File: src/rtl/ulpi_phy_responder.sv
// Behavioural ULPI PHY responder: accepts link TX packets and plays host-side RX packets
// onto the ULPI bus with turnaround, RX CMD and end-of-packet framing.
module ulpi_phy_responder #(
    parameter int          MAX_PKT      = 66,
    parameter logic [7:0]  RXCMD_ACTIVE = 8'h10
) (
    input  logic       clk,
    input  logic       n_rst,
    input  logic [7:0] ulpi_data_in,
    input  logic       stp,
    output logic [7:0] ulpi_data_out,
    output logic       dir,
    output logic       nxt,
    input  logic [7:0] rx_data,
    input  logic       rx_valid,
    input  logic       rx_last,
    output logic       rx_ready,
    output logic [7:0] tx_data,
    output logic       tx_valid,
    output logic       tx_done,
    output logic [6:0] tx_count,
    output logic       err
);

    // state       | meaning
    // IDLE        | link owns the bus, waiting for TX CMD or host rx byte
    // TX_ACK      | TX CMD accepted (nxt high), first data byte follows
    // TX_DATA     | capturing link bytes until stp
    // RX_TURN     | bus turnaround towards the PHY
    // RX_CMD      | RX CMD with RxActive set
    // RX_DATA     | streaming host bytes, RX CMD on gaps
    // RX_EOP      | RX CMD with RxActive cleared
    // RX_END_TURN | bus turnaround back to the link
    typedef enum logic [2:0] {
        IDLE, TX_ACK, TX_DATA, RX_TURN, RX_CMD, RX_DATA, RX_EOP, RX_END_TURN
    } state_t;

    localparam logic [6:0] MAX_CNT = 7'(MAX_PKT);

    state_t     state, state_d;
    logic [6:0] cnt, cnt_d;
    logic [7:0] data_d, tx_data_d;
    logic [6:0] tx_count_d;
    logic       dir_d, nxt_d, tx_valid_d, tx_done_d, err_d;

    assign rx_ready = (state == RX_DATA) && rx_valid;

    always_comb begin
        state_d    = state;
        cnt_d      = cnt;
        dir_d      = 1'b0;
        nxt_d      = 1'b0;
        data_d     = 8'h00;
        tx_data_d  = tx_data;
        tx_valid_d = 1'b0;
        tx_done_d  = 1'b0;
        tx_count_d = tx_count;
        err_d      = err;

        if (stp && (dir || state == IDLE))
            err_d = 1'b1;

        case (state)
            IDLE: begin
                if (rx_valid) begin
                    state_d = RX_TURN;
                    cnt_d   = 7'd0;
                end else if (!stp && ulpi_data_in[7:6] == 2'b01) begin
                    state_d = TX_ACK;
                    nxt_d   = 1'b1;
                    cnt_d   = 7'd0;
                end
            end
            TX_ACK, TX_DATA: begin
                if (stp) begin
                    state_d    = IDLE;
                    tx_done_d  = 1'b1;
                    tx_count_d = cnt;
                end else begin
                    state_d = TX_DATA;
                    nxt_d   = 1'b1;
                    // the TX_ACK cycle still carries the TX CMD byte, so only TX_DATA captures
                    if (state == TX_DATA) begin
                        if (cnt < MAX_CNT) begin
                            tx_data_d  = ulpi_data_in;
                            tx_valid_d = 1'b1;
                            cnt_d      = cnt + 7'd1;
                        end else begin
                            err_d = 1'b1;
                        end
                    end
                end
            end
            RX_TURN: begin
                dir_d   = 1'b1;
                state_d = RX_CMD;
            end
            RX_CMD: begin
                dir_d   = 1'b1;
                data_d  = RXCMD_ACTIVE;
                state_d = RX_DATA;
            end
            RX_DATA: begin
                dir_d = 1'b1;
                if (rx_valid) begin
                    nxt_d  = 1'b1;
                    data_d = rx_data;
                    if (rx_last) begin
                        state_d = RX_EOP;
                    end else if (cnt >= MAX_CNT) begin
                        err_d   = 1'b1;
                        state_d = RX_EOP;
                    end else begin
                        cnt_d = cnt + 7'd1;
                    end
                end else begin
                    data_d = RXCMD_ACTIVE;
                end
            end
            RX_EOP: begin
                dir_d   = 1'b1;
                state_d = RX_END_TURN;
            end
            RX_END_TURN: state_d = IDLE;
            default:     state_d = IDLE;
        endcase
    end

    always_ff @(posedge clk or negedge n_rst) begin
        if (!n_rst) begin
            state         <= IDLE;
            cnt           <= 7'd0;
            dir           <= 1'b0;
            nxt           <= 1'b0;
            ulpi_data_out <= 8'h00;
            tx_data       <= 8'h00;
            tx_valid      <= 1'b0;
            tx_done       <= 1'b0;
            tx_count      <= 7'd0;
            err           <= 1'b0;
        end else begin
            state         <= state_d;
            cnt           <= cnt_d;
            dir           <= dir_d;
            nxt           <= nxt_d;
            ulpi_data_out <= data_d;
            tx_data       <= tx_data_d;
            tx_valid      <= tx_valid_d;
            tx_done       <= tx_done_d;
            tx_count      <= tx_count_d;
            err           <= err_d;
        end
    end

endmodule

File: config.mk
export PLATFORM = sky130hd
export DESIGN_NAME = ulpi_phy_responder
export DESIGN_NICKNAME = d
export VERILOG_FILES = /design/src/rtl/ulpi_phy_responder.sv
export SDC_FILE = /design/constraint.sdc
export NUM_CORES = 1
export LEC_CHECK = 0
export CORE_AREA = 2 2 67 69
export CTS_CLUSTER_DIAMETER = 120
export CTS_CLUSTER_SIZE = 24
export DETAILED_ROUTE_END_ITERATION = 10
export DIE_AREA = 0 0 69 71
export GPL_ROUTABILITY_DRIVEN = 1
export PLACE_DENSITY = 0.86
export SKIP_CTS_REPAIR_TIMING = 1
export SLEW_MARGIN = 10
export SYNTH_ARGS = -nofsm -noshare
export SYNTH_HDL_FRONTEND = slang
export SYNTH_SLANG_ARGS = --single-unit
File: constraint.sdc
create_clock -name clk -period 1.9 [get_ports clk]
set_clock_uncertainty 0.05 [all_clocks]
set_input_delay 0.285 -clock clk [delete_from_list [all_inputs] [get_ports clk]]
set_output_delay 0.285 -clock clk [all_outputs]
set_load 0.03 [all_outputs]
==> results.py <==
metrics = {
    "run_status": {
        "status": "finished with violations",
        "violations": "negative hold slack, negative setup slack",
    },
    "logic_synthesis": {
        "synth.avg_cell_area_um2": 10.7,
        "ys_seq_elements": 38,
        "yosys-top-cells-area": "dfrtp_1, nand2_1, mux2_2",
        "synth_commonest_cells": "dfrtp_1, nand2_1, mux2_2",
        "synth_edf_count": 0,
        "syn_inst": 160,
        "async_flop_share": 1.00,
        "synth-main-ff-cell": "dfrtp_1",
        "synth_cell_types": 37,
        "synth_nets": 183,
        "ys_seq_area_frac": 0.557,
        "post-synth-top-area-fraction": 0.557,
        "ys_warn_count": 0,
        "yosysTopAreaCell": "dfrtp_1",
        "syn_area_um2": 1710,
        "yosysMostFrequentCell": "dfrtp_1",
    },
    "place": {
        "place_ws_ns": -0.434,
        "portBuffers": 49,
        "routabilityCongestion": 0.929,
        "dpl.hpwl_mm": 3.09,
        "place_inst": 291,
    },
    "drt": {
        "remaining_drc_errors": 0,
        "drtAntennaViolNets": 0,
        "via_per_inst": 5.16,
        "wl_mm": 4.45,
        "routedWlPerCell_um": 14.8,
        "drtIter0Drc": 119,
        "dr.pass1.iters": 4,
        "vias": 1553,
    },
    "die": {
        "rows": 24,
        "die_x_um": 69,
        "die_y_um": 71,
        "pin_count": 50,
        "start_util": 0.406,
        "core_um2": 4200,
        "die-area_um2": 4900,
    },
    "sta": {
        "tns_ns": -0.117,
        "worst_pin_slew_ns": 0.473,
        "clock.fmax_ghz": 0.505,
        "hold_ws_ns": -0.0221,
        "hold_viol": 38,
        "fin_ws_ns": -0.0814,
        "finalMaxSlewViolations": 0,
        "slew-limit-headroom": 0.681,
        "period_minus_slack_ns": 1.98,
        "rsz0062_at_grt": "yes",
        "finalSetupViolCount": 3,
        "fin_crit_sh": 1.04,
    },
    "grt": {
        "grt-ovfl-total": 0,
        "grt_pass1_vias": 1529,
        "grt_usage": 0.184,
        "grt_pass1_wl_mm": 7.09,
        "grt_max_degree": 39,
        "antenna_found_initial": 0,
    },
    "worst_setup_path": {
        "crit_required_ns": 2.00,
        "critPathKind": "in -> reg",
        "worst-r2r-setup-slack_ns": -0.07,
        "start_kind": "input pin",
        "r2r_cells": 6,
        "end_kind": "flop",
        "crit_arrival_ns": 2.09,
        "crit_fanout": 6,
    },
    "layout": {
        "drive_gt1_frac": 0.289,
        "final_nets": 271,
        "n_antenna_cell": 0,
        "final_cell_count_no_fill": 301,
        "final_core_util": 0.638,
        "syn_to_final_growth_pct": 57.1,
    },
    "clock_network": {
        "cts_buffers": 5,
        "cts_root_buf": "clkbuf_8",
        "clk_pin_slew_worst_paths_ns": 0.07,
        "cts.sinks": 38,
        "clkLatencyLatePin_ns": 0.29,
        "cts_tree": "yes",
        "cts_max_level": 2,
        "clock_path_buffers": 2,
    },
    "power_and_ir_drop": {
        "max-vdd-ir-drop_v": 0.000694,
        "p_leak_nw": 1.26,
        "power_density_nw_per_um2": 1420,
    },
    "run": {
        "maxCapViolations": 0,
    },
    "min_path": {
        "min_path_type": "in -> async",
    },
}
## cells in the final DEF, fill, tap and decap left out, drive strengths merged, types with 2 or more instances in the layout
cell type	count
and2	7
inv	5
nor3b	2
buf	39
nor2	7
clkdlybuf4s50	45
nand2	30
nor2b	2
ha	2
dlymetal6s2s	2
a21oi	2
and3	3
nand3	6
nor3	6
o41ai	4
dfrtp	38
o21ai	6
o21a	2
o31ai	5
mux2	9
xnor2	2
clkbuf	6
nand2b	2
## flip-flops by register name (all words and copies together), names as in the netlist
| signal | flops |
|---|---|
| cnt | 7 |
| dir | 1 |
| err | 1 |
| nxt | 1 |
| state | 3 |
| tx_count | 7 |
| tx_data | 8 |
| tx_done | 1 |
| tx_valid | 1 |
| ulpi_data_out | 8 |
## per-layer routing
metal  routed length [um]  global-route usage  share of wire  vias to the layer above
li1                     -                   -              -                      735
met1                 1730               0.209           0.39                      732
met2                 2310               0.328           0.52                       73
met3                  287              0.0527          0.064                       13
met4                  125              0.0719          0.028                        0
met5                    0                   0              0                        -
## final cells by class
type	instances	area [um2]
multi-input cells	112	787
fillers	295	1520
inverters	5	18.8
well taps	52	65.1
flip-flops and latches	38	952
clock inverters	2	12.5
repair buffers	86	766
clock buffers	6	82.6
## critical path, cell delays in order
cell,delay [ns]
clkdlybuf4s50_1,0.44
nor3b_2,0.19
nor3_1,0.09
a22o_1,0.25
buf_4,0.17
o41ai_1,0.52
o31ai_2,0.13
## final timing paths
kind	from	to
setup / recovery	stp	cnt[4]$_DFFE_PN0P_
hold / removal	n_rst	ulpi_data_out[2]$_DFF_PN0_
setup reg to reg	state[1]$_DFFE_PN0P_	cnt[4]$_DFFE_PN0P_
hold reg to reg	tx_count[2]$_DFFE_PN0P_	tx_count[2]$_DFFE_PN0P_
max in group asynchronous	n_rst	state[1]$_DFFE_PN0P_
min in group clk	ulpi_data_in[6]	tx_data[6]$_DFFE_PN0P_
## logic make-up after synthesis
group | count (synthesis) | synth area share
flip-flops | 38 | 0.557
AND/OR/NAND/NOR | 71 | 0.204
adder cells (fa/ha/maj) | 2 | 0.0146
XOR/XNOR | 3 | 0.0154
AO/OA/AOI/OAI | 26 | 0.117
multiplexers | 10 | 0.0652
buffers and inverters | 10 | 0.0264
## report_power, final
part / switching (mW) / total, mW / internal, mW
combinational: 1.09 / 2.06 / 0.973
sequential: 0.140 / 1.18 / 1.04
clock: 0.283 / 0.574 / 0.291
## per-stage QoR
step | total power, mW | instance area [um2] | hold slack [ns]
after floorplan | 2.24 | 1710 | -0.0606
after global placement | 3.07 | 2490 | 0.304
after detailed placement | 3.14 | 2490 | 0.309
after CTS | 3.73 | 2590 | -0.00933
after global routing | 4.05 | 2680 | 0.0158
final | 3.81 | 2680 | -0.0221
Power figures use the tool's default switching activity.
